[src/rtl/apb_i2c_pkg.sv]
// Shared constants and types for the APB-to-I2C bridge: bus width, FIFO sizing
// and the register map.
package apb_i2c_pkg;

    localparam int APB_DWIDTH    = 32;
    localparam int TX_FIFO_DEPTH = 16;

    localparam logic [7:0] ADDR_TX  = 8'd0;
    localparam logic [7:0] ADDR_RX  = 8'd4;
    localparam logic [7:0] ADDR_CFG = 8'd8;
    localparam logic [7:0] ADDR_TMO = 8'd12;

    typedef logic [APB_DWIDTH-1:0] apb_word_t;

endpackage

[src/rtl/i2c_fifo_mem.sv]
// DEPTH x DWIDTH register array with one synchronous write port and one registered
// read port; shared by the TX and RX FIFOs. The array itself is never reset.
module i2c_fifo_mem
    import apb_i2c_pkg::*;
#(
    parameter int DWIDTH = APB_DWIDTH,
    parameter int DEPTH  = TX_FIFO_DEPTH
) (
    input  logic                     PCLK,
    input  logic                     PRESET,
    input  logic                     wr_en,
    input  logic [$clog2(DEPTH)-1:0] wr_addr,
    input  logic [DWIDTH-1:0]        wr_data,
    input  logic                     rd_en,
    input  logic [$clog2(DEPTH)-1:0] rd_addr,
    output logic [DWIDTH-1:0]        rd_data_p1
);

    logic [DWIDTH-1:0] mem [DEPTH];

    always_ff @(posedge PCLK) begin
        if (wr_en) begin
            mem[wr_addr] <= wr_data;
        end
    end

    // Read register is cleared so the popped-word output starts at zero; it holds between reads.
    always_ff @(posedge PCLK) begin
        if (PRESET) begin
            rd_data_p1 <= '0;
        end else if (rd_en) begin
            rd_data_p1 <= mem[rd_addr];
        end
    end

endmodule

[src/rtl/i2c_tx_fifo.sv]
// TX word buffer between the APB slave and the I2C core. Define I2C_TX_FIFO_OVF_EN
// to add the sticky TX_OVERFLOW flag.
module i2c_tx_fifo
    import apb_i2c_pkg::*;
#(
    parameter int DWIDTH = APB_DWIDTH,
    parameter int DEPTH  = TX_FIFO_DEPTH
) (
    input  logic                   PCLK,
    input  logic                   PRESET,
    input  logic                   WR_ENA,
    input  logic [DWIDTH-1:0]      WRITE_DATA_ON_TX,
    input  logic                   RD_EN,
    output logic [DWIDTH-1:0]      DATA_OUT,
    output logic                   DATA_VALID,
    output logic                   TX_EMPTY,
    output logic                   TX_FULL,
    output logic [$clog2(DEPTH):0] TX_COUNT
`ifdef I2C_TX_FIFO_OVF_EN
    ,
    output logic                   TX_OVERFLOW
`endif
);

    localparam int AW = $clog2(DEPTH);

    logic [AW-1:0] wr_ptr;
    logic [AW-1:0] rd_ptr;
    logic [AW:0]   count;
    logic [AW:0]   count_nxt;
    logic          push_ok;
    logic          pop_ok;

    // A full FIFO still accepts a push when a pop frees the slot in the same cycle.
    always_comb begin
        pop_ok    = RD_EN && !TX_EMPTY;
        push_ok   = WR_ENA && (!TX_FULL || pop_ok);
        count_nxt = count + (AW+1)'(push_ok) - (AW+1)'(pop_ok);
    end

    always_ff @(posedge PCLK) begin
        if (PRESET) begin
            wr_ptr     <= '0;
            rd_ptr     <= '0;
            count      <= '0;
            TX_EMPTY   <= 1'b1;
            TX_FULL    <= 1'b0;
            DATA_VALID <= 1'b0;
        end else begin
            if (push_ok) begin
                wr_ptr <= wr_ptr + 1'b1;
            end
            if (pop_ok) begin
                rd_ptr <= rd_ptr + 1'b1;
            end
            count      <= count_nxt;
            TX_EMPTY   <= (count_nxt == '0);
            TX_FULL    <= (count_nxt == (AW+1)'(DEPTH));
            DATA_VALID <= pop_ok;
        end
    end

`ifdef I2C_TX_FIFO_OVF_EN
    always_ff @(posedge PCLK) begin
        if (PRESET) begin
            TX_OVERFLOW <= 1'b0;
        end else if (WR_ENA && TX_FULL) begin
            TX_OVERFLOW <= 1'b1;
        end
    end
`endif

    assign TX_COUNT = count;

    i2c_fifo_mem #(
        .DWIDTH (DWIDTH),
        .DEPTH  (DEPTH)
    ) u_mem (
        .PCLK       (PCLK),
        .PRESET     (PRESET),
        .wr_en      (push_ok),
        .wr_addr    (wr_ptr),
        .wr_data    (WRITE_DATA_ON_TX),
        .rd_en      (pop_ok),
        .rd_addr    (rd_ptr),
        .rd_data_p1 (DATA_OUT)
    );

endmodule

[config.mk]
export PLATFORM = sky130hd
export DESIGN_NAME = i2c_tx_fifo
export DESIGN_NICKNAME = d
export VERILOG_FILES = /design/src/rtl/apb_i2c_pkg.sv /design/src/rtl/i2c_fifo_mem.sv /design/src/rtl/i2c_tx_fifo.sv
export SDC_FILE = /design/constraint.sdc
export NUM_CORES = 1
export LEC_CHECK = 0
export ABC_AREA = 1
export CAP_MARGIN = 20
export CORE_ASPECT_RATIO = 0.8
export CORE_MARGIN = 3
export CORE_UTILIZATION = 50
export CTS_CLUSTER_DIAMETER = 200
export DETAILED_ROUTE_END_ITERATION = 8
export GPL_ROUTABILITY_DRIVEN = 1
export PLACE_DENSITY = 0.7
export SYNTH_ARGS = -nofsm -noshare
export SYNTH_HDL_FRONTEND = slang
export SYNTH_SLANG_ARGS = --single-unit
[constraint.sdc]
create_clock -name PCLK -period 4.6 [get_ports PCLK]
set_input_delay 0.46 -clock PCLK [delete_from_list [all_inputs] [get_ports PCLK]]
set_output_delay 0.46 -clock PCLK [all_outputs]
set_load 0.05 [all_outputs]
==> summary.md <==
| Metric | Value |
|---|---|
| Synth top area share | `67.8%` |
| Worst-path maximum fanout | `84` |
| Placed Area | `0.0238 mm2` |
| Worst Path Class, Setup | `flop to flop` |
| Post-route ant nets | `0` |
| Slew Limit Fails | `0` |
| Root buffer cell | `clkbuf_16` |
| Final hold viol count | `0` |
| Final Skew | `0.0196 ns` |
| Drt first pass iters | `6` |
| Reg2reg setup slack | `1.94 ns` |
| Min-delay worst type | `flop to flop` |
| Slew headroom | `14.0%` |
| Clock Tree Buf Depth | `3` |
| Status | `completed` |
| Warnings from Yosys | `0` |
| Final setup violation count | `0` |
| GR Util All Layers | `22.4%` |
| Synth async-reset ratio | `0%` |
| Cell Rows | `69` |
| Predominant post-synthesis flop cell | `edfxtp_1` |
| Vias post-DR | `14.7k` |
| H-tree levels | `2` |
| Chip width | `~240 um` |
| Most frequent cell after synthesis | `nand2_1` |
| Post-route cell area | `about 0.026 mm2` |
| First-pass GRT wire length | `83.0 mm` |
| Initial core utilization | `between 50% and 60%` |
| Unrepaired setup endpoints after global routing | `false` |
| P_leak | `9.32 nW` |
| Die area | `0.0480 mm2` |
| Layout cells sized above 1 | `6.11%` |
| R2R Path End | `u_mem.rd_data_p1[18]` |
| Worst Path Arrival | `3.14 ns` |
| Final core utilization | `57.3%` |
| Synth Register Bits | `560` |
| Syn_nets | `2,014` |
| Post-layout minimum cycle time | `2.66 ns` |
| Fmax | `approximately 380 MHz` |
| Reg clk slew, reported paths | `0.06 ns` |
| Via density | `5.56` |
| Register area share after synthesis | `72.1%` |
| Gp weighted congestion | `0.780` |
| Hold EP | `wr_ptr[3]` |
| Post-Syn Area | `0.0227 mm2` |
| R2r worst-path depth | `8` |
| Number of synthesized flops with an enable pin | `512` |
| Post-CTS setup buffers | `0` |
| Hold depth | `2` |
| Hold buffers post-CTS | `0` |
| Die height | `around 200 um` |
| Critical hold path startpoint | `wr_ptr[3]` |
| Num CTS Buffers | `53` |
| Syn avg cell area | `11.5 um2` |
| Total Wirelength | `54.2 mm` |
| Pwr Density | `490 mW/mm2` |
| Inserted Diodes | `0` |
| Core Footprint | `around 0.045 mm2` |
| Commonest cells in the netlist | `nand2_1 (690), edfxtp_1 (512), nand3_1 (420)` |
| Slew @ Worst Pin | `roughly 1.3 ns` |
| Congestion Overflow GR | `0` |
| Critical Path Start | `rd_ptr[1]` |
| Top-level I/O count | `76` |
| Power Total | `0.0125 W` |
| Port Buffer Count | `75` |
| Clk sink count | `560` |
| CP required | `5.08 ns` |
| Max VDD drop | `0.335 mV` |
| Final worst-path cycle share | `between 50% and 60%` |
| Largest net degree at the start of global routing | `~260` |
| Iter 0 DRT Violations | `around 1.5k` |
| Post-DP HPWL | `29.9 mm` |
| Setup_tns | `0 ns` |
| Final-layout fill cell count | `3,656` |
| Synth area leader | `edfxtp_1` |
| # nets final | `2,050` |
| Final routed DRC violation total | `0` |
| Max cap viols | `0` |
| Initial antenna violation count | `0` |
| Synth-to-Final Area Change | `12.8%` |
| RR Startpoint | `rd_ptr[1]` |
| Vias in the first global route | `14.0k` |
| Startpoint types | `flop` |
| Crit end category | `flop` |
| Cell variety after synth | `26` |
| WL/cell | `roughly 20 um` |
| Cell count after synthesis | `1,967` |
| Worst-skew pair later-pin latency | `0.58 ns` |
| Post-CTS sizing | `0` |
| CTS tree | `yes` |
| Synth area leaders | `edfxtp_1 (68%), nand2_1 (11%), nand3_1 (9.3%), dfxtp_1 (4.2%), buf_6 (1.7%)` |
==> metal layers <==
layer,routed length (um),up-vias,track usage [%]
li1,-,6840,-
met1,22800,7165,31.6
met2,26200,617,36.6
met3,3770,97,3.05
met4,1400,0,6.82
met5,0,-,0
==> kinds of logic (layout without fill, tap and decap cells) <==
family | count (synthesis) | in the layout | synth area share (%)
flops | 560 | 560 | 72.1
compound gates | 17 | 17 | 0.375
buf+inv | 172 | 250 | 4.49
simple gates | 1203 | 1203 | 22.3
xor+xnor | 4 | 4 | 0.155
fa+ha+maj | 11 | 11 | 0.640
==> worst max-delay path by stage <==
stage	endpoint	slack [ns]	cells past startpoint
floorplan	u_mem.mem[11][0]	1.64	7
global placement	u_mem.mem[11][24]	1.53	9
detailed placement	u_mem.mem[10][22]	1.50	9
CTS	u_mem.rd_data_p1[8]	1.91	9
global route	u_mem.rd_data_p1[31]	1.77	9
finish	u_mem.rd_data_p1[18]	1.94	8
==> stage by stage <==
step                      instances  hold slack, ns  setup slack (ns)
after floorplan                1967           0.471              1.64
after global placement         2539           0.502              1.53
after detailed placement       2547           0.512              1.50
after CTS                      2644           0.519              1.91
after global routing           2648           0.556              1.77
final                          2648           0.524              1.94
==> final cells by class <==
cell class              instances  area, um2  share of cell area [%]
flip-flops and latches        560      16300                    63.9
well taps                     603        754                    2.95
inverters                      54        213                   0.832
clock buffers                  78       1480                    5.79
clock inverters                19        195                   0.763
multi-input cells            1235       5440                    21.3
repair buffers                 99       1150                    4.48
==> power by group <==
part	internal, W	switching (W)
Combinational	0.000712	0.00166
Clock	0.00245	0.00180
Sequential	0.00578	0.000121
Total	0.00894	0.00359
==> worst max-delay path, stage by stage (launching register included) <==
cell and delay [ns]:
dfxtp_4 0.76, buf_4 0.89, nand3_1 0.22, nand3_1 0.18
nand2_1 0.06, nand2_1 0.11, nand3_1 0.11, nand2_1 0.09
inv_1 0.04
==> cells in the final DEF (no fill, tap or decap), types with 2 or more instances in the layout <==
master / count
xor2_1: 3
buf_16: 6
dfxtp_2: 2
a21oi_1: 11
bufinv_16: 4
o21ai_0: 5
clkbuf_16: 53
clkdlybuf4s50_1: 74
dfxtp_1: 44
nor2_1: 71
buf_4: 10
clkinv_1: 5
nor2_4: 17
clkinv_2: 8
edfxtp_1: 512
clkbuf_8: 6
clkbuf_1: 19
dfxtp_4: 2
ha_1: 10
inv_2: 3
buf_12: 8
inv_1: 49
nand3_1: 420
nand2_1: 690
nor3_1: 2
==> flip-flops by register name (all words and copies together) (netlist names) <==
register and count:
DATA_VALID 1, TX_COUNT 5, TX_EMPTY 1, TX_FULL 1
rd_ptr 4, u_mem.mem 512, u_mem.rd_data_p1 32, wr_ptr 4
Power figures use the tool's default switching activity.
